### src/rtl/dma_window_responder.sv
// dma_window_responder
//
// Responder end of the CNN-controller DMA request interface. It accepts one
// request per 4-phase start/finish handshake. A read request fetches a KxK
// window from the single-port feature-map RAM into the window register:
// K = 2 for pooling reads, K = WIN otherwise. A write request stores one
// result word to RAM.
//
// Ports
//   clk, rst        rising-edge clock, synchronous active-high reset
//   dma_start       request level, held by the initiator until dma_finish
//   dma_write       1 = single-word write, 0 = window read
//   dma_pooling     read only: 1 = 2x2 window, 0 = WINxWIN window
//   dma_base_addr   top-left pixel address (read) or target address (write)
//   dma_row_stride  words per image row
//   dma_wdata       word to write
//   dma_finish      request complete, held until dma_start drops
//   dma_busy        high in every state except IDLE
//   window          row-major, entry (r,c) at [(r*WIN+c)*DATA_W +: DATA_W]
//   mem_en, mem_we  RAM access enable / write enable
//   mem_addr        RAM word address
//   mem_wdata       RAM write data
//   mem_rdata       RAM read data, valid one cycle after a read access
module dma_window_responder #(
  parameter int DATA_W   = 16,
  parameter int ADDR_W   = 16,
  parameter int WIN      = 5,
  parameter int STRIDE_W = 6
) (
  input  logic                      clk,
  input  logic                      rst,
  input  logic                      dma_start,
  input  logic                      dma_write,
  input  logic                      dma_pooling,
  input  logic [ADDR_W-1:0]         dma_base_addr,
  input  logic [STRIDE_W-1:0]       dma_row_stride,
  input  logic [DATA_W-1:0]         dma_wdata,
  output logic                      dma_finish,
  output logic                      dma_busy,
  output logic [WIN*WIN*DATA_W-1:0] window,
  output logic                      mem_en,
  output logic                      mem_we,
  output logic [ADDR_W-1:0]         mem_addr,
  output logic [DATA_W-1:0]         mem_wdata,
  input  logic [DATA_W-1:0]         mem_rdata
);

  localparam int CNT_W = $clog2(WIN);
  localparam int NENT  = WIN * WIN;
  localparam int IDX_W = $clog2(NENT);
  localparam logic [CNT_W-1:0] WIN_LAST  = CNT_W'(WIN - 1);
  localparam logic [CNT_W-1:0] POOL_LAST = CNT_W'(1);

  typedef enum logic [2:0] {
    IDLE,
    RD_ISSUE,
    RD_DRAIN,
    WR,
    DONE
  } state_t;

  state_t state;
  state_t next_state;

  logic [ADDR_W-1:0]   base_reg;
  logic [STRIDE_W-1:0] stride_reg;
  logic [DATA_W-1:0]   wdata_reg;
  logic [CNT_W-1:0]    k_last;
  logic [ADDR_W-1:0]   row_base;
  logic [CNT_W-1:0]    r_cnt;
  logic [CNT_W-1:0]    c_cnt;
  logic                cap_valid;
  logic [IDX_W-1:0]    cap_idx;
  logic                issue_last;

  assign issue_last = (r_cnt == k_last) && (c_cnt == k_last);
  assign dma_busy   = (state != IDLE);

  always_ff @(posedge clk) begin
    if (rst) begin
      state <= IDLE;
    end else begin
      state <= next_state;
    end
  end

  // RAM outputs are decoded from the state so that a reset drops mem_en and
  // mem_we on the same edge that returns the FSM to IDLE.
  always_comb begin
    next_state = state;
    mem_en     = 1'b0;
    mem_we     = 1'b0;
    mem_addr   = '0;
    mem_wdata  = '0;
    case (state)
      IDLE: begin
        if (dma_start) begin
          next_state = dma_write ? WR : RD_ISSUE;
        end
      end
      RD_ISSUE: begin
        mem_en   = 1'b1;
        mem_addr = row_base + ADDR_W'(c_cnt);
        if (issue_last) begin
          next_state = RD_DRAIN;
        end
      end
      RD_DRAIN: begin
        next_state = DONE;
      end
      WR: begin
        mem_en     = 1'b1;
        mem_we     = 1'b1;
        mem_addr   = base_reg;
        mem_wdata  = wdata_reg;
        next_state = DONE;
      end
      DONE: begin
        // Leaving needs finish already shown, so a start that dropped
        // mid-transfer still sees a finish pulse.
        if (dma_finish && !dma_start) begin
          next_state = IDLE;
        end
      end
      default: begin
        next_state = IDLE;
      end
    endcase
  end

  // Request latch, issue counters, read-data capture and finish flag.
  // Row addresses are accumulated by adding the stride once per row, and
  // wrap modulo 2^ADDR_W naturally. Each issue records its window index so
  // the returning word lands in the right entry one cycle later.
  always_ff @(posedge clk) begin
    if (rst) begin
      base_reg   <= '0;
      stride_reg <= '0;
      wdata_reg  <= '0;
      k_last     <= WIN_LAST;
      row_base   <= '0;
      r_cnt      <= '0;
      c_cnt      <= '0;
      cap_valid  <= 1'b0;
      cap_idx    <= '0;
      dma_finish <= 1'b0;
      window     <= '0;
    end else begin
      dma_finish <= (state == DONE) && (next_state == DONE);
      cap_valid  <= (state == RD_ISSUE);
      cap_idx    <= IDX_W'(r_cnt) * IDX_W'(WIN) + IDX_W'(c_cnt);

      case (state)
        IDLE: begin
          if (dma_start) begin
            base_reg   <= dma_base_addr;
            stride_reg <= dma_row_stride;
            wdata_reg  <= dma_wdata;
            k_last     <= dma_pooling ? POOL_LAST : WIN_LAST;
            row_base   <= dma_base_addr;
            r_cnt      <= '0;
            c_cnt      <= '0;
            // A pooling read only refills the top-left 2x2, so the rest
            // of the window is zeroed for the consumers.
            if (!dma_write && dma_pooling) begin
              for (int r = 0; r < WIN; r++) begin
                for (int c = 0; c < WIN; c++) begin
                  if (r > 1 || c > 1) begin
                    window[(r*WIN+c)*DATA_W +: DATA_W] <= '0;
                  end
                end
              end
            end
          end
        end
        RD_ISSUE: begin
          if (c_cnt == k_last) begin
            c_cnt    <= '0;
            r_cnt    <= r_cnt + 1'b1;
            row_base <= row_base + ADDR_W'(stride_reg);
          end else begin
            c_cnt <= c_cnt + 1'b1;
          end
        end
        default: begin
        end
      endcase

      if (cap_valid) begin
        for (int i = 0; i < NENT; i++) begin
          if (cap_idx == IDX_W'(i)) begin
            window[i*DATA_W +: DATA_W] <= mem_rdata;
          end
        end
      end
    end
  end

endmodule

### config.mk
export PLATFORM = sky130hd
export DESIGN_NAME = dma_window_responder
export DESIGN_NICKNAME = d
export VERILOG_FILES = /design/src/rtl/dma_window_responder.sv
export SDC_FILE = /design/constraint.sdc
export NUM_CORES = 1
export LEC_CHECK = 0
export BUFFER_PORTS_ARGS = -buffer_cell sky130_fd_sc_hd__buf_4
export CAP_MARGIN = 30
export CORE_MARGIN = 8
export CORE_UTILIZATION = 48
export DETAILED_ROUTE_END_ITERATION = 10
export HOLD_SLACK_MARGIN = 0.03
export PLACE_DENSITY = 0.85
export SLEW_MARGIN = 20
export SYNTH_ARGS = -nofsm -noshare
export SYNTH_HDL_FRONTEND = slang
export SYNTH_SLANG_ARGS = --single-unit
### constraint.sdc
create_clock -name clk -period 2.1 [get_ports clk]
set_clock_uncertainty 0.15 [all_clocks]
set_input_delay 0 -clock clk [delete_from_list [all_inputs] [get_ports clk]]
set_output_delay 0 -clock clk [all_outputs]
set_load 0.03 [all_outputs]
* After elaboration in Yosys (flattened, before gate mapping)
Index checks and enable logic that the tools add are counted.
** Operators by class
- Add/subtract/negate cells :: 5
- Multiply operators :: 1
- Equal/unequal tests :: 33
- Multiplexer cells :: 50
- Reductions and logical operators :: 19
** Operator list (count)
- 2-to-1 mux 288 bit :: 3
- 2-to-1 mux 16 bit :: 28
- 2-to-1 mux 400 bit :: 1
- 2-to-1 mux 48 bit :: 3
- case mux 16 bit (2 select lines) :: 2
- == test 5 bit, second input constant :: 9
- == test 5 x 4 -> 1 bit, second input constant :: 8
- 2-to-1 mux 3 bit :: 7
- == test 5 x 3 -> 1 bit, second input constant :: 4
- adder 16 x 3 -> 16 bit :: 1
- adder 16 x 6 -> 16 bit :: 1
- case mux 3 bit (2 select lines) :: 2
- case mux 3 bit (4 select lines) :: 1
- AND reduction 2 bit :: 6
- == test 5 x 2 -> 1 bit, second input constant :: 2
- adder 3 x 1 -> 3 bit, second input constant :: 2
- == test 3 x 2 -> 1 bit, second input constant :: 2
- == test 3 bit :: 2
- == test 3 bit, second input constant :: 2
- adder 5 x 3 -> 5 bit :: 1
- == test 5 x 1 -> 1 bit, second input constant :: 1
- zero test 5 bit :: 1
- multiplier 3 x 3 -> 5 bit, second input constant :: 1
- logical AND 1 bit :: 4
- 10 further kinds :: 14
** Storage, ports and cells
- Flip-flop bits (word level) :: 473
- Output and inout port bits :: 436
- Word-level logic and storage cells :: 124

* Logic depth before layout (Yosys ltp)
- Depth after elaboration :: 7
- Gate-level depth with buffers :: 10

* Worst setup path after synthesis
Ideal clock, no wire load.
- Kind :: reg2out
- From :: register c_cnt[1]
- To :: output mem_addr[8]
- Data arrival time :: 2.441 ns
- Setup slack :: -0.491 ns
- Stages on the path, launching flop included :: 8
- Buffers on the path :: 0
- Path through :: dfxtp_1 inv_1 fa_1 nor2b_1 o21ai_0 nor2b_1 xnor2_1 a211oi_1
** On the way
- Longest elaborated chain between the ends :: 2
** Ends and longest elaborated chain
- start: declaration :: RTL line 71 : logic [CNT_W-1:0] c_cnt;
- start signal: assignment :: RTL line 182 : c_cnt <= c_cnt + 1'b1;
- adder 16 x 3 -> 16 bit :: RTL line 103 : mem_addr = row_base + ADDR_W'(c_cnt);
- case mux 16 bit (2 select lines) :: RTL line 95 : case (state)
- end: declaration :: RTL line 43 : output logic [ADDR_W-1:0] mem_addr,
Every way passes these cells.

* Final worst setup path
- From :: register c_cnt[0]
- To :: output mem_addr[12]
The elaborated chain is that of the path after synthesis.

==> metrics <==
status finished, violations left; failing checks setup timing; Clock Pin Slew Worst Setup and Hold Paths 0.06 ns; initial antenna violation count 0; port buffer count 494; setup_tns -6.90 ns; Setup Viol. Count Final 25; RSZ-0062 raised after global routing true; first-pass GRT wire length 109 mm; most flop-heavy register window; via count of the first global-routing pass approximately 19k; Cell Area, Synth 18600 µm²; Final min period about 2.6 ns; row count 72; clock root buffer clkbuf_16; Synth Warn # 0; Vias per Instance 6.20; final worst slack -0.533 ns; CTS Buffer Depth 3; Worst R2R Path Depth 10; total power 0.0200 W; Detailed Place HPWL 47.1 mm; slew at the pin closest to its max-slew limit around 0.77 ns; Critical Path RT 1.95 ns; core region area 38500 µm²; Area Growth Syn to Fin 49.1%; main flop type after synthesis dfxtp_1; fraction of registers with async set/reset 0%; fin. max-slew vios 0; Final Instance Area 27700 µm²; Die ar. approximately 45000 µm²; die width 213 µm; fin util 72.1%; die height 213 µm; crit share post-route 125%; pin count of the biggest net entering global routing 117; Distinct cells, synth 55; FMAX 0.380 GHz; share of cells above drive strength 1 34.8%; Critical Path Source Type flip-flop; CTS H-tree lvls 2; Final Hold Vio Count 0; nets 2997; Seq/Total Area, Yosys 50.8%; # DRC 0; Skew-Pair Late Insertion Delay 0.58 ns; Pwr Density 722 nW/µm²; flops & latches, synth 472; max reg flops 400; critical path capture point type output port; Slew headroom 48.4%; starting density of the core 48.3%; CTS tree yes; Post-DRT Antenna Nets 0; CP Max Fanout 3; total track usage 30.5%; vias post-DR 21.5k; Sink Count around 470; DR pass1 iterations 8; Post-Route WL 86.8 mm; Mapped Cells 2368; grt ovf 0; Final Wtd Congestion between 0.9 and 1; dpl cell area between 20000 and 25000 µm²; Syn Area/Cell approximately 7.8 µm²; I/O pin count 495; max-cap violations 0; hold depth 4; Num CTS Buffers 47; Post-synth EDFFs 0; maximum vdd drop 0.691 mV; DRT iter0 DRCs 2745; HP Class input port to flip-flop; crit path kind flip-flop to output port; Syn Nets 2449; Worst EP arrival 2.48 ns; WL/cell ~25 µm; Leak Pwr 10.6 nW
worst paths after layout:
kind,from,end,slack [ns]
max,c_cnt[0],mem_addr[12],-0.53
min,dma_row_stride[2],stride_reg[2],0.08
max reg2reg,row_base[0],row_base[14],-0.09
min reg2reg,base_reg[3],base_reg[3],0.31
cell usage after synthesis (all sizes together) (3+ instances only):
cell type / n / area [µm²]
mux2i: 10 / 100
a31oi: 7 / 43.8
nand2: 589 / 2210
or2: 3 / 18.8
nand4: 4 / 25.0
o21ai: 21 / 105
a21boi: 3 / 22.5
xnor2: 16 / 140
dfxtp: 472 / 9450
fa: 3 / 60.1
nand3: 349 / 1750
inv: 9 / 33.8
o2111ai: 3 / 26.3
and3: 20 / 125
a22o: 3 / 26.3
a21oi: 464 / 2320
or3: 4 / 25.0
and2: 5 / 31.3
buf: 57 / 339
a21o: 5 / 37.5
o211ai: 5 / 37.5
xor2: 9 / 78.8
a211oi: 3 / 22.5
nor2b: 14 / 87.6
nor3: 9 / 45.0
nor4: 4 / 40.0
ha: 19 / 238
nor2: 62 / 233
or4: 3 / 22.5
clkbuf: 161 / 606
nand2b: 12 / 75.1
layout by cell type (no fill, tap or decap), types with 8 or more instances in the layout:
cell | synthesis | routed
xor2_1 | 9 | 9
buf_6 | 12 | 30
nor2b_1 | 14 | 13
a21oi_2 | 0 | 78
dlygate4sd3_1 | 0 | 58
buf_8 | 0 | 10
buf_4 | 0 | 581
xnor2_1 | 16 | 12
nand2b_1 | 12 | 10
clkinv_2 | 0 | 10
o21ai_0 | 20 | 14
clkbuf_8 | 0 | 8
nor2_1 | 62 | 56
nand3_2 | 0 | 109
nand2_1 | 589 | 577
dfxtp_1 | 472 | 464
mux2i_1 | 10 | 10
and3_1 | 20 | 19
nand2_2 | 0 | 12
clkbuf_1 | 160 | 9
a21oi_1 | 464 | 385
nand3_4 | 0 | 26
ha_1 | 19 | 15
nand3_1 | 349 | 214
buf_12 | 0 | 18
clkbuf_16 | 0 | 63
cell type report:
type / instances / area [µm²]
repair buffers: 716 / 6280
diodes: 1 / 2.50
flip-flops and latches: 472 / 9460
inverters: 9 / 42.5
fillers: 2421 / 10700
multi-input cells: 1670 / 9690
clock inverters: 23 / 251
well taps: 518 / 648
clock buffers: 65 / 1350
what timing repair did:
action,in CTS,in global routing
endpoints found under the hold margin,472,0
gates resized for setup,58,327
setup endpoints to repair,104,374
pin swaps,22,109
cloned,0,30
buffers inserted,8,23
hold buffers,58,0
power by group:
group / internal [W] / switching [W] / total (W) / leakage, nW
clock network: 0.00501 / 0.00377 / 0.00878 / 0.780
logic: 0.000738 / 0.00129 / 0.00203 / 6.03
registers: 0.00907 / 0.000130 / 0.00920 / 3.81
critical path: stages (launching register included):
cell and delay (ns):
dfxtp_2 0.36, ha_4 0.14, inv_2 0.04, fa_2 0.36, nor2b_4 0.21, o2111ai_4 0.15, xnor2_1 0.20, mux2i_1 0.11
nor2_1 0.15, buf_4 0.19
metrics by stage:
step / instances / setup WS (ns) / hold WS, ns
3_5_place_dp: 3265 / -0.0885 / 0.107
2_1_floorplan: 2368 / 0.00322 / -0.0140
4_1_cts: 3419 / -0.512 / 0.0301
5_1_grt: 3473 / -0.597 / 0.0970
6_report: 3474 / -0.533 / 0.0813
3_3_place_gp: 3265 / -0.124 / 0.0979
logic make-up after synthesis:
| kind of cell | synth area share [%] |
|---|---|
| adder cells (fa/ha/maj) | 1.60 |
| flip-flops | 50.8 |
| AND/OR/NAND/NOR | 25.6 |
| multiplexers | 0.539 |
| buffers and inverters | 5.26 |
| XOR/XNOR | 1.18 |
| AO/OA/AOI/OAI | 14.9 |
routing by layer:
metal / vias up / track usage (%) / share of wire, %
met5: - / 0 / 0
met4: 0 / 16.7 / 7.9
met3: 545 / 8.22 / 13
met2: 1804 / 49.8 / 45
met1: 10100 / 36.2 / 34
li1: 9114 / - / -
No activity file was read; power rests on OpenSTA's default activity.
